$ cat config.mk
export PLATFORM = sky130hd
export DESIGN_NAME = spi_reg_frame
export DESIGN_NICKNAME = d
export VERILOG_FILES = /design/src/rtl/spi_reg_frame.sv
export SDC_FILE = /design/constraint.sdc
export NUM_CORES = 1
export LEC_CHECK = 0
export ABC_AREA = 1
export BUFFER_PORTS_ARGS = -buffer_cell sky130_fd_sc_hd__buf_2
export CAP_MARGIN = 15
export CORE_MARGIN = 1.5
export CORE_UTILIZATION = 40
export CTS_CLUSTER_SIZE = 25
export DETAILED_ROUTE_END_ITERATION = 10
export PLACE_DENSITY = 0.73
export SLEW_MARGIN = 20
export SYNTH_ARGS = -nofsm -noshare
export SYNTH_HDL_FRONTEND = slang
export SYNTH_SLANG_ARGS = --single-unit
$ cat constraint.sdc
create_clock -name sysClk -period 1.7 [get_ports sysClk]
set_input_delay 0.085 -clock sysClk [delete_from_list [all_inputs] [get_ports sysClk]]
set_output_delay 0.085 -clock sysClk [all_outputs]
set_load 0.02 [all_outputs]
$ cat src/rtl/spi_reg_frame.sv
// SPI frame/command decoder: turns received bytes into burst register writes or reads
// with address auto-increment, and drives the SPI byte interface tx with status or read data.
module spi_reg_frame #(
  parameter int         ADDR_W      = 7,
  parameter logic [7:0] STATUS_BYTE = 8'hA5,
  parameter bit         AUTO_INC    = 1'b1
) (
  input  logic              sysClk,
  input  logic              usrReset,
  input  logic              SS,
  input  logic              rxValid,
  input  logic [7:0]        rx,
  output logic [7:0]        tx,
  output logic              wr_en,
  output logic [ADDR_W-1:0] wr_addr,
  output logic [7:0]        wr_data,
  output logic              rd_en,
  output logic [ADDR_W-1:0] rd_addr,
  input  logic [7:0]        rd_data,
  output logic              frame_active,
  output logic [7:0]        byte_cnt,
  output logic              cmd_is_read
);

  typedef enum logic [1:0] {IDLE, CMD, WRITE, READ} state_e;

  localparam logic [ADDR_W-1:0] ADDR_STEP = ADDR_W'(AUTO_INC);

  state_e            state_q, state_d;
  logic [ADDR_W-1:0] addr_q, addr_d;
  logic [7:0]        tx_q, tx_d;
  logic              wr_en_q, wr_en_d;
  logic [ADDR_W-1:0] wr_addr_q, wr_addr_d;
  logic [7:0]        wr_data_q, wr_data_d;
  logic              rd_en_q, rd_en_d;
  logic [ADDR_W-1:0] rd_addr_q, rd_addr_d;
  logic              rd_pend_q;
  logic              frame_q, frame_d;
  logic [7:0]        cnt_q, cnt_d;
  logic              cmd_rd_q, cmd_rd_d;

  logic ss_meta_q, ss_sync_q, ss_act_prev_q;
  logic ss_act, ss_rise;
  logic [ADDR_W-1:0] rx_addr;

  // Synchronizer flops carry no reset so a held-low SS cannot fake a fresh edge after reset.
  always_ff @(posedge sysClk) begin
    ss_meta_q <= SS;
    ss_sync_q <= ss_meta_q;
  end

  // Edge-detect history resets to "active" so only a genuine high->low SS starts a frame.
  always_ff @(posedge sysClk) begin
    if (usrReset) ss_act_prev_q <= 1'b1;
    else          ss_act_prev_q <= ss_act;
  end

  assign ss_act  = ~ss_sync_q;
  assign ss_rise = ss_act & ~ss_act_prev_q;
  assign rx_addr = rx[ADDR_W-1:0];

  always_comb begin
    state_d   = state_q;
    addr_d    = addr_q;
    tx_d      = tx_q;
    wr_en_d   = 1'b0;
    wr_addr_d = wr_addr_q;
    wr_data_d = wr_data_q;
    rd_en_d   = 1'b0;
    rd_addr_d = rd_addr_q;
    frame_d   = frame_q;
    cnt_d     = cnt_q;
    cmd_rd_d  = cmd_rd_q;

    if (state_q != IDLE && rxValid && cnt_q != 8'hFF) cnt_d = cnt_q + 8'd1;

    case (state_q)
      IDLE: begin
        if (ss_rise) begin
          state_d = CMD;
          cnt_d   = 8'd0;
          tx_d    = STATUS_BYTE;
          frame_d = 1'b1;
        end
      end
      CMD: begin
        if (rxValid) begin
          cmd_rd_d = rx[7];
          if (rx[7]) begin
            // Prefetch the first register so it is ready for data byte 1.
            rd_en_d   = 1'b1;
            rd_addr_d = rx_addr;
            addr_d    = rx_addr + ADDR_STEP;
            state_d   = READ;
          end else begin
            addr_d  = rx_addr;
            tx_d    = 8'h00;
            state_d = WRITE;
          end
        end
      end
      WRITE: begin
        if (rxValid) begin
          wr_en_d   = 1'b1;
          wr_addr_d = addr_q;
          wr_data_d = rx;
          addr_d    = addr_q + ADDR_STEP;
        end
      end
      READ: begin
        if (rd_pend_q) tx_d = rd_data;
        if (rxValid) begin
          rd_en_d   = 1'b1;
          rd_addr_d = addr_q;
          addr_d    = addr_q + ADDR_STEP;
        end
      end
      default: state_d = IDLE;
    endcase

    // Frame end wins over everything except the strobe for a byte arriving this cycle.
    if (state_q != IDLE && !ss_act) begin
      state_d = IDLE;
      frame_d = 1'b0;
      tx_d    = STATUS_BYTE;
    end
  end

  always_ff @(posedge sysClk) begin
    if (usrReset) begin
      state_q   <= IDLE;
      addr_q    <= '0;
      tx_q      <= STATUS_BYTE;
      wr_en_q   <= 1'b0;
      wr_addr_q <= '0;
      wr_data_q <= 8'h00;
      rd_en_q   <= 1'b0;
      rd_addr_q <= '0;
      rd_pend_q <= 1'b0;
      frame_q   <= 1'b0;
      cnt_q     <= 8'h00;
      cmd_rd_q  <= 1'b0;
    end else begin
      state_q   <= state_d;
      addr_q    <= addr_d;
      tx_q      <= tx_d;
      wr_en_q   <= wr_en_d;
      wr_addr_q <= wr_addr_d;
      wr_data_q <= wr_data_d;
      rd_en_q   <= rd_en_d;
      rd_addr_q <= rd_addr_d;
      rd_pend_q <= rd_en_q;
      frame_q   <= frame_d;
      cnt_q     <= cnt_d;
      cmd_rd_q  <= cmd_rd_d;
    end
  end

  assign tx           = tx_q;
  assign wr_en        = wr_en_q;
  assign wr_addr      = wr_addr_q;
  assign wr_data      = wr_data_q;
  assign rd_en        = rd_en_q;
  assign rd_addr      = rd_addr_q;
  assign frame_active = frame_q;
  assign byte_cnt     = cnt_q;
  assign cmd_is_read  = cmd_rd_q;

endmodule

[Yosys cells after proc, flatten, opt, wreduce, memory -nomap -nowiden]
Cells that the tools add are included.
Word-level totals
  output and inout bits: 42
  register bits after elaboration: 55
  logic and storage cells: 76
Operators by class
  eq/ne operators: 11
  bitwise operators: 4
  reduce and logical (&&, ||, !) cells: 19
  multiplexer cells: 24
  $add $sub $neg: 3
Operators by type and width (count)
  8-bit two-way mux: 7
  7-bit two-way mux: 6
  7-bit case mux with 2 select lines: 2
  8-bit case mux with 3 select lines: 1
  7-bit by 1-bit adder with 7-bit output, second input constant: 2
  2-bit != test, second input constant: 6
  8-bit by 1-bit adder with 8-bit output, second input constant: 1
  8-bit != test, second input constant: 1
  2-bit nonzero test: 4
  2-bit AND reduction: 3
  3-bit AND reduction: 2
  2-bit OR reduction: 3
  5-bit AND reduction: 1
  2-bit equality test, second input constant: 2
  1-bit two-way mux: 4
  2-bit two-way mux: 2
  2-bit case mux with 2 select lines: 1
  4-bit AND reduction: 1
  1-bit logical AND: 3
  1-bit inverter: 3
  3-bit nonzero test: 1
  2-bit by 1-bit equality test with 1-bit output, second input constant: 1
  2-bit logical NOT: 1
  2-bit by 1-bit != test with 1-bit output, second input constant: 1
  other kinds (2): 2

[Depth between registers and ports, before layout]
  word-level depth: 6
  gate-level depth with buffers: 9
  mapped depth without buffers: 9

[Least setup slack after synthesis]
No wires, ideal clock.
  kind: register to register
  start: register cnt_q[0], in the netlist byte_cnt[0]
  end: register cnt_q[0], in the netlist byte_cnt[0]
  setup time: 115 ps
  data required time: 1585 ps
  data arrival time: 1364 ps
  slack: 221 ps
  stages on the path, launching flop included: 8
  path through: dfxtp_1 > ha_1 > nand3_1 > nor2_1 > nand2_1 > nand2_1 > xor2_1 > nor2_1
Between the ends
  cells in the longest elaborated chain, start to end: 5
  elaborated cells between the ends (all ways): 6
  those cells by class: 1 x add/sub; 1 x eq/ne; 3 x mux; 1 x reduce/logical
Ends and longest elaborated chain
  start, declared: RTL line 39  | logic [7:0] cnt_q, cnt_d;
  start signal, assigned: RTL line 154  | cnt_q <= cnt_d;
  parallel branches: the longest is 2 deep, another holds 8-bit by 1-bit adder with 8-bit output
  8-bit two-way mux *: RTL line 75  | if (state_q != IDLE && rxValid && cnt_q != 8'hFF) cnt_d = cnt_q + 8'd1;
  8-bit two-way mux: RTL line 79  | if (ss_rise) begin
  8-bit two-way mux *: RTL line 77  | case (state_q)
Every way passes the cells marked *.
A chain may end at the register's enable or synchronous reset.

[Worst setup path after layout]
  start: register state_q[1]
  end: register tx_q[4], in the netlist tx[4]
Between the ends
  cells in the longest elaborated chain, start to end: 3
  elaborated cells between the ends (all ways): 13
  those cells by class: 6 x eq/ne; 1 x mux; 6 x reduce/logical
Ends and longest elaborated chain
  start, declared: RTL line 29  | state_e state_q, state_d;
  start signal, assigned: RTL line 144  | state_q <= state_d;
  2-bit equality test, or another cell as far along: RTL line 77
  2-bit != test (no line), or another cell as far along
  5-bit AND reduction (no line) or 2-bit OR reduction (tied branches)
  end signal, assigned: RTL line 146  | tx_q <= tx_d;
  end, declared: RTL line 31  | logic [7:0] tx_q, tx_d;
Parallel ways exist; a longest one is shown, timed or not.

==> parameters.txt <==
Parameter                              Value

Route
  Iter 0 DRT Violations    216
  Vias per cell    4.97
  DRT antenna net count    0
  Wire length reported by the detailed router    5630 um
  Number of iterations in the first detailed-routing pass    4
  Post-route DRC violation count    0
  Via count    2458
  Wirelength per Cell    11.4 um

Clock network
  Clk pin slew, worst setup/hold paths    0.09 ns
  Number of H-tree levels    2
  Cts bufs inserted    5
  Clock tree from TritonCTS    built
  Clock latency of the later-clocked register in the worst-skew pair    0.30 ns
  Clk buf depth    2
  Setup Buffers After CTS    0
  Total clock sinks    55
  Root Buffer    sky130_fd_sc_hd__clkbuf_8

Floorplanning
  Floorplan core area    5990 sq um
  Number of top-level pins    62
  Horiz. Die Dim    82.3 um
  Number of rows in the core area    28
  Vertical extent of the die    82.3 um
  Initial core utilization    42.0%
  Area of the die    6770 sq um

Yosys
  Yosys warning total    0
  Cell with the most instances after synthesis    sky130_fd_sc_hd__nand2_1
  Fraction of synthesis flops using an asynchronous set or reset pin    0%
  Synth Register Bits    55
  Biggest area contributors in the synthesized netlist    sky130_fd_sc_hd__dfxtp_1 44%, sky130_fd_sc_hd__nand2_1 9.0%, sky130_fd_sc_hd__a21oi_1 8.0%
  Synthesized area    2520 sq um
  Post-synth EDFFs    0
  Dominant cell type by area after synthesis    sky130_fd_sc_hd__dfxtp_1
  Share of the yosys chip area belonging to registers    43.8%
  Yosys top cell area share    43.8%
  Most common flop cell mapped by yosys    sky130_fd_sc_hd__dfxtp_1
  Syn Nets    380
  Number of distinct standard cells referenced by the synthesized netlist    26
  Mean area per synthesized cell    7.05 sq um
  Commonest cells post-synth    60 x sky130_fd_sc_hd__nand2_1, 55 x sky130_fd_sc_hd__dfxtp_1, 47 x sky130_fd_sc_hd__inv_1
  Post-synthesis instance total    357

Pwr
  Areal power density over the cells    876 nW/um^2
  Total Power Consumption    2640 uW
  Leakage component of the power    0.00138 uW
  Worst IR drop on VDD    0.445 mV

Setup path
  Logic depth of the worst register-to-register path    5
  Endpoint of the worst-slack reg-to-reg timing path    tx[4]$_SDFFE_PP0P_
  Worst reg2reg startpoint    state_q[1]$_SDFFE_PP0P_
  Worst path required time    1.95 ns
  Worst Path Class, Setup    flop to flop
  Top fanout value on the critical path    14
  Crit path launch type    flop
  Critical path endpoint category    flop
  R2r setup slk    0.23 ns
  WP data arrival    1.72 ns

Status
  Status    finished clean

Global route
  Gr ovfl total    0
  Antenna violations before repair    0
  Wire length of the first global-routing pass    9310 um
  Pin count of the biggest net entering global routing    32
  GR Util All Layers    17.7%
  Number of global-route vias before repair    2187

Timing
  Max-slew violations    0
  Crit share post-route    86.6%
  Worst-Margin Slew    0.370 ns
  FMAX    679 MHz
  Total negative slack for setup checks    0 ns
  Final setup violation count    0
  Number of hold violations in the final report    0
  Skew final    0.00609 ns
  Fin worst setup slack    0.227 ns
  Post-layout minimum cycle time    1.47 ns
  Remaining max-slew budget at the tightest pin    75.3%

Placement
  Number of I/O port buffers    61
  Post-DP HPWL    4170 um
  Setup WS pre-CTS    0.221 ns
  Final estimated routing congestion in global placement    0.863

Finish
  Total area of multi-input combinational cells    1140 sq um
  Synth-to-layout area growth    19.8%
  Diode count    0
  Fill cell count    615
  FF+latch area    1100 sq um
  Core occupancy in the finished layout    50.3%
  Ratio of cells with drive above 1 in the final layout    20.2%
  Net count, final    442

Run
  Max-cap violations    0

Hold path
  Worst Hold Class    input port to flop
  Worst min-delay path endpoint    tx[0]$_SDFFE_PP1P_
  Worst hold path startpoint    rd_data[0]
  Hold-critical path depth    3
through the flow:
step	instances	hold WS, ns	cell area (sq um)
3_5_place_dp	486	0.192	2900
3_3_place_gp	486	0.190	2900
5_1_grt	495	0.0725	3010
4_1_cts	495	0.0367	3010
6_report	495	0.0457	3010
2_1_floorplan	357	0.113	2520
placed cells by master (no fill, tap or decap), drive strengths merged:
cell type / count
o221ai: 1
xor2: 2
inv: 50
nand3: 29
nand3b: 1
buf: 69
ha: 3
a21oi: 40
o211ai: 1
nand2: 62
dlygate4sd3: 1
a31oi: 8
clkbuf: 8
nor3: 2
nor2: 42
o21ai: 43
dfxtp: 55
nand4: 3
critical path: stages (launching register included):
cell,delay (ns)
sky130_fd_sc_hd__dfxtp_1,0.52
sky130_fd_sc_hd__buf_4,0.26
sky130_fd_sc_hd__nand2_1,0.26
sky130_fd_sc_hd__nor2_1,0.17
sky130_fd_sc_hd__o21ai_0,0.10
sky130_fd_sc_hd__nor2_1,0.10
state kept, by name, indices dropped and copies added (netlist names):
| signal | flops |
|---|---|
| wr_addr | 7 |
| rd_addr | 7 |
| wr_en | 1 |
| rd_en | 1 |
| ss_act_prev_q | 1 |
| state_q | 2 |
| ss_sync_q | 1 |
| cmd_is_read | 1 |
| frame_active | 1 |
| rd_pend_q | 1 |
| ss_meta_q | 1 |
| byte_cnt | 8 |
| addr_q | 7 |
| tx | 8 |
| wr_data | 8 |
kinds of logic (layout without fill, tap and decap cells):
family                     after synthesis  count (layout)  synth area share, %
DFF                                     55              55                 43.8
buffers and inverters                   65             128                 10.9
and+or+nand+nor                        139             139                 24.0
xor gates and xnor gates                 2               2                0.696
AOI/OAI and AO/OA                       93              93                 19.1
adders and majority gates                3               3                 1.49
per-layer routing:
layer	track usage, %	part of all wire (%)
met5	0	0
met4	6.44	1.7
met2	29.9	45
met3	3.85	5.5
met1	21.9	47
how the worst max path moves through the flow:
stage                             end  depth (start not counted)               startpoint  slack [ns]
6_report           tx[4]$_SDFFE_PP0P_                          5  state_q[1]$_SDFFE_PP0P_        0.23
5_1_grt        byte_cnt[6]$_SDFF_PP0_                          9   byte_cnt[0]$_SDFF_PP0_      -0.009
4_1_cts        byte_cnt[6]$_SDFF_PP0_                          8   byte_cnt[0]$_SDFF_PP0_        0.20
3_5_place_dp   byte_cnt[6]$_SDFF_PP0_                          8   byte_cnt[0]$_SDFF_PP0_        0.22
3_3_place_gp   byte_cnt[0]$_SDFF_PP0_                          7   byte_cnt[0]$_SDFF_PP0_        0.29
2_1_floorplan  byte_cnt[0]$_SDFF_PP0_                          7   byte_cnt[0]$_SDFF_PP0_        0.22
where the power goes:
group | internal [uW] | leakage, uW | switching (uW)
Clock | 373 | 0.0000515 | 400
Sequential | 1360 | 0.000447 | 54.0
Combinational | 160 | 0.000877 | 292
what timing repair did:
item | in CTS | in global routing
endpoints found under the hold margin | 1 | 0
hold buffers | 1 | 0
setup endpoints to repair | 0 | 1
resized for setup | 0 | 1
final cells by class:
class / instances / share of cell area, %
Multi-Input combinational cell: 237 / 37.9
Sequential cell: 55 / 36.5
Timing Repair Buffer: 70 / 12.9
Inverter: 50 / 6.23
Clock buffer: 8 / 3.32
Tap cell: 75 / 3.11
Power figures use the tool's default switching activity.
